==> src/rtl/mux_n_pipe_pkg.sv <==
// Shared constants and helpers for the N-input selector family.
package mux_n_pipe_pkg;

  // Largest supported input count.
  localparam int unsigned MUX_MAX_IN = 16;

  // Fill bit used to build the word returned for an out-of-range select.
  localparam logic ILLEGAL_FILL = 1'b0;

  // Select width for an n-input mux; never narrower than one bit.
  function automatic int unsigned sel_width(input int unsigned n);
    return (n < 2) ? 1 : $clog2(n);
  endfunction

endpackage

==> src/rtl/mux_n_comb.sv <==
// Purely combinational N-input selector with an out-of-range flag.
module mux_n_comb
  import mux_n_pipe_pkg::*;
#(
  parameter  int unsigned DATA_W = 32,
  parameter  int unsigned N_IN   = 3,
  localparam int unsigned SEL_W  = sel_width(N_IN)
) (
  input  logic [N_IN*DATA_W-1:0] in_data,
  input  logic [SEL_W-1:0]       sel,
  output logic [DATA_W-1:0]      out_data,
  output logic                   illegal
);

  // Pick the matching input; a select that matches no input yields the fill word.
  always_comb begin
    out_data = {DATA_W{ILLEGAL_FILL}};
    illegal  = 1'b1;
    for (int unsigned k = 0; k < N_IN; k++) begin
      if (sel == SEL_W'(k)) begin
        out_data = in_data[k*DATA_W +: DATA_W];
        illegal  = 1'b0;
      end
    end
  end

endmodule

==> src/rtl/mux_n_pipe.sv <==
// N-input selector with a registered valid/ready output stage backed by a
// one-entry skid register, plus an illegal-select pulse and saturating counter.
module mux_n_pipe
  import mux_n_pipe_pkg::*;
#(
  parameter  int unsigned DATA_W = 32,
  parameter  int unsigned N_IN   = 3,
  parameter  int unsigned CNT_W  = 16,
  localparam int unsigned SEL_W  = sel_width(N_IN)
) (
  input  logic                   clk,
  input  logic                   arst_n,
  input  logic [N_IN*DATA_W-1:0] in_data,
  input  logic [SEL_W-1:0]       sel,
  input  logic                   in_valid,
  output logic                   in_ready,
  output logic [DATA_W-1:0]      out_data,
  output logic                   out_valid,
  input  logic                   out_ready,
  input  logic                   flush,
  output logic                   illegal_sel,
  output logic [CNT_W-1:0]       illegal_cnt
);

  logic [DATA_W-1:0] w_sel_data;
  logic              w_sel_illegal;
  logic              w_accept;
  logic              w_xfer;

  logic [DATA_W-1:0] r_main_data;
  logic              r_main_valid;
  logic [DATA_W-1:0] r_skid_data;
  logic              r_skid_valid;
  logic              r_illegal_sel;
  logic [CNT_W-1:0]  r_illegal_cnt;

  mux_n_comb #(
    .DATA_W (DATA_W),
    .N_IN   (N_IN)
  ) u_sel (
    .in_data  (in_data),
    .sel      (sel),
    .out_data (w_sel_data),
    .illegal  (w_sel_illegal)
  );

  // Ready depends only on skid occupancy, so there is no path from out_ready.
  assign in_ready    = !r_skid_valid;
  assign w_accept    = in_valid && in_ready;
  assign w_xfer      = r_main_valid && out_ready;

  assign out_data    = r_main_data;
  assign out_valid   = r_main_valid;
  assign illegal_sel = r_illegal_sel;
  assign illegal_cnt = r_illegal_cnt;

  // Main/skid occupancy: incoming beats go to main when it frees up, else to skid.
  always_ff @(posedge clk or negedge arst_n) begin
    if (!arst_n) begin
      r_main_data  <= '0;
      r_main_valid <= 1'b0;
      r_skid_data  <= '0;
      r_skid_valid <= 1'b0;
    end else if (flush) begin
      r_main_valid <= 1'b0;
      r_skid_valid <= 1'b0;
    end else if (!r_main_valid || (w_xfer && !r_skid_valid)) begin
      r_main_valid <= w_accept;
      if (w_accept) begin
        r_main_data <= w_sel_data;
      end
    end else if (w_xfer) begin
      // skid is full here, so in_ready was low and nothing was accepted
      r_main_data  <= r_skid_data;
      r_skid_valid <= 1'b0;
    end else if (w_accept) begin
      r_skid_data  <= w_sel_data;
      r_skid_valid <= 1'b1;
    end
  end

  // Illegal-select pulse and saturating count for accepted, non-flushed beats.
  always_ff @(posedge clk or negedge arst_n) begin
    if (!arst_n) begin
      r_illegal_sel <= 1'b0;
      r_illegal_cnt <= '0;
    end else begin
      r_illegal_sel <= w_accept && w_sel_illegal && !flush;
      if (w_accept && w_sel_illegal && !flush && (r_illegal_cnt != '1)) begin
        r_illegal_cnt <= r_illegal_cnt + CNT_W'(1);
      end
    end
  end

endmodule

==> config.mk <==
export PLATFORM = sky130hd
export DESIGN_NAME = mux_n_pipe
export DESIGN_NICKNAME = d
export VERILOG_FILES = /design/src/rtl/mux_n_pipe_pkg.sv /design/src/rtl/mux_n_comb.sv /design/src/rtl/mux_n_pipe.sv
export SDC_FILE = /design/constraint.sdc
export NUM_CORES = 1
export LEC_CHECK = 0
export ABC_CLOCK_PERIOD_IN_PS = 1800
export CELL_PAD_IN_SITES_DETAIL_PLACEMENT = 1
export CELL_PAD_IN_SITES_GLOBAL_PLACEMENT = 2
export CORE_ASPECT_RATIO = 0.75
export CORE_MARGIN = 3
export CORE_UTILIZATION = 26
export CTS_CLUSTER_SIZE = 20
export DETAILED_ROUTE_END_ITERATION = 16
export GPL_TIMING_DRIVEN = 0
export MAX_ROUTING_LAYER = met4
export PLACE_DENSITY_LB_ADDON = 0.1
export SLEW_MARGIN = 20
export SYNTH_ARGS = -nofsm -noshare
export SYNTH_HDL_FRONTEND = slang
export SYNTH_HIERARCHICAL = 1
export SYNTH_SLANG_ARGS = --single-unit
==> constraint.sdc <==
create_clock -name clk -period 1.8 [get_ports clk]
set_clock_uncertainty 0.1 [all_clocks]
set_input_delay 0.27 -clock clk [delete_from_list [all_inputs] [get_ports clk]]
set_output_delay 0.27 -clock clk [all_outputs]
set_load 0.02 [all_outputs]
==> qor.csv <==
metric;value;unit
vdd_ir_drop_max;0.0004245;V
synth_common_cells;dfrtp_1 (83), mux2i_1 (64), nor2_1 (35);
leakagePower;0.003288;µW
die-area;19010;µm²
cp.required;1.97;ns
via_per_inst;4.668;
vias;3636;
status;complete, but fails checks;
final-setup-viol-count;57;
synthTopCellsByArea;dfrtp_1 (46%), mux2i_1 (14%), o2bb2ai_2 (10%);
wl_per_cell;18.60;µm
drv_cap;0;
finalInstanceArea;7222;µm²
synth_cell_types;39;
setup.worst_path.start_class;flop;
dr.pass1.iters;4;
multi_input_comb_area;2381;µm²
area_delta_synth_final;59.85;%
regArea;2083;µm²
io_buffers;151;
clk_latency;0.34;ns
rows;41;
pin_count;154;
cts.sinks;83;
diodes;0;
syn_avg_cell_area;12.21;µm²
syn_area;4518;µm²
detail-route-antenna-nets;0;
clk_pin_slew;0.06;ns
antenna_found_initial;0;
start_util;26.69;%
cts_root_buffer;clkbuf_16;
clock.fmax;0.5338;GHz
finalCriticalPeriod;1.873;ns
ys.flop_type;dfrtp_1;
post-synth-top-count-cell;dfrtp_1;
routed_wl;14490;µm
pre_cts_slack;-0.6234;ns
power.density;907.7;nW/µm²
grt_pass1_wl;21920;µm
slew_viol_final;0;
slew_headroom;60.10;%
track_usage;15.49;%
synth_edf_count;0;
grt_pass1_vias;3949;
yosysTopAreaCell;dfrtp_1;
grt_max_degree;44;
critPathMaxFanout;4;
cts_buffers;9;
worst_slack;-0.07338;ns
tightest_slew;0.5985;ns
synth_top_area_share;45.97;%
synth_async_sr_flop_share;100.0;%
die_w;158.2;µm
crit_arrival;2.04;ns
post-route-drc-count;0;
coreArea;16930;µm²
fill_cells;1789;
place_area;6376;µm²
hold_path.class;input port to flop;
violations;negative setup slack;
initialDrtViolationCount;96;
die_h;120.2;µm
fin_nets;664;
cts_tree;built;
fin_cells;779;
path_class;flop to flop;
hpwl;10500;µm
ctsLongestPathBuffers;2;
synth-seq-area-share;45.97;%
synth_seq_cells;83;
hold_viol_final;0;
rsz0062_at_grt;true;
synth_nets;474;
end_kind;flop;
synth_warnings;6;
drive_gt1_share;29.08;%
gp_congestion;0.7499;
htreeDepth;3;
grt.overflow.total;0;
period_share;104.1;%
syn-instance-count;370;
dp_cells;737;
[flip-flops by register name (all words and copies together), names as in the netlist]
signal and count:
out_data 32, r_skid_data 32, illegal_cnt 16, illegal_sel 1
out_valid 1, r_skid_valid 1
[where the power goes]
part | switching, µW | internal, µW | leakage [µW]
Sequential | 251 | 2280 | 0.00101
Clock | 743 | 1180 | 0.000152
Combinational | 956 | 1140 | 0.00212
[path summary, 6_finish.rpt]
kind,start,endpoint,slack (ns),depth (start not counted)
setup / recovery,r_skid_valid,illegal_cnt[15],-0.07,5
hold / removal,flush,out_valid,0.28,2
setup reg to reg,r_skid_valid,illegal_cnt[15],-0.07,5
hold reg to reg,r_skid_data[30],r_skid_data[30],0.40,1
max in group asynchronous,arst_n,out_data[30],0.60,3
min in group asynchronous,arst_n,illegal_cnt[15],0.37,2
[worst max-delay path, cell delays in order, from the launching register on]
cell and delay, ns:
dfrtp_2 0.44, nand4bb_4 0.22, buf_6 0.15, or4_4 0.57
nor4_4 0.17, xor2_1 0.15
[cells by family after synthesis]
group / synth area share (%)
AOI/OAI and AO/OA: 14.79
xor gates and xnor gates: 2.714
adders and majority gates: 0.2769
buffers and inverters: 5.095
DFF: 45.97
muxes: 22.65
and+or+nand+nor: 8.502
[metal layers]
| metal | vias up | wire length (µm) | global-route usage, % | part of all wire (%) |
|---|---|---|---|---|
| li1 | 1729 | - | - | - |
| met1 | 1798 | 6997 | 21.49 | 48 |
| met2 | 98 | 6484 | 22.58 | 45 |
| met3 | 11 | 878 | 4.614 | 6.1 |
| met4 | 0 | 127 | 3.063 | 0.88 |
| met5 | - | 0 | - | 0 |
[timing repair]
action                                 4_1_cts  5_1_grt
cloned                                       1        3
setup endpoints to repair                   85       81
hold buffers                                 1        0
buffers inserted                            13       10
gates resized for setup                     41       49
endpoints found under the hold margin       40        0
pin swaps                                    6       14
[placed cells by master (no fill, tap or decap), types with 2 or more instances in the layout]
cell,n
nor4_4,3
o2bb2ai_2,30
clkbuf_16,12
buf_6,15
buf_2,3
xor2_1,12
mux2_2,33
nor3_4,4
inv_1,4
o2bb2ai_1,2
nor2_1,33
dfrtp_1,78
nor2_2,2
mux2i_1,64
nand4_1,4
dlygate4sd2_1,11
clkbuf_8,3
a21oi_1,34
xnor2_1,2
buf_12,7
nor3_2,3
buf_8,5
dfrtp_2,5
buf_4,21
nand2_1,5
nand3_1,5
clkdlybuf4s50_1,136
dlymetal6s2s_1,3
[cell type report]
cell class	instances	share of cell area [%]
Clock buffer	13	3.742
Clock inverter	2	0.4851
Inverter	5	0.2599
Tap cell	215	3.725
Multi-Input combinational cell	255	32.97
Sequential cell	83	28.85
Timing Repair Buffer	180	25.12
Buffer	26	4.851
[stage by stage]
stage | TNS, ns | hold WS, ns | total power [µW] | util, %
finish | -1.432 | 0.2819 | 6555 | 42.66
detailed placement | -39.67 | 0.2193 | 4514 | 37.66
floorplan | -1.098 | -0.1256 | 3519 | -
global placement | -280.33 | 0.3859 | 4451 | 37.52
global route | -5.803 | 0.3096 | 6942 | 42.66
CTS | -2.998 | 0.2659 | 6569 | 40.78
Power figures use the tool's default switching activity.
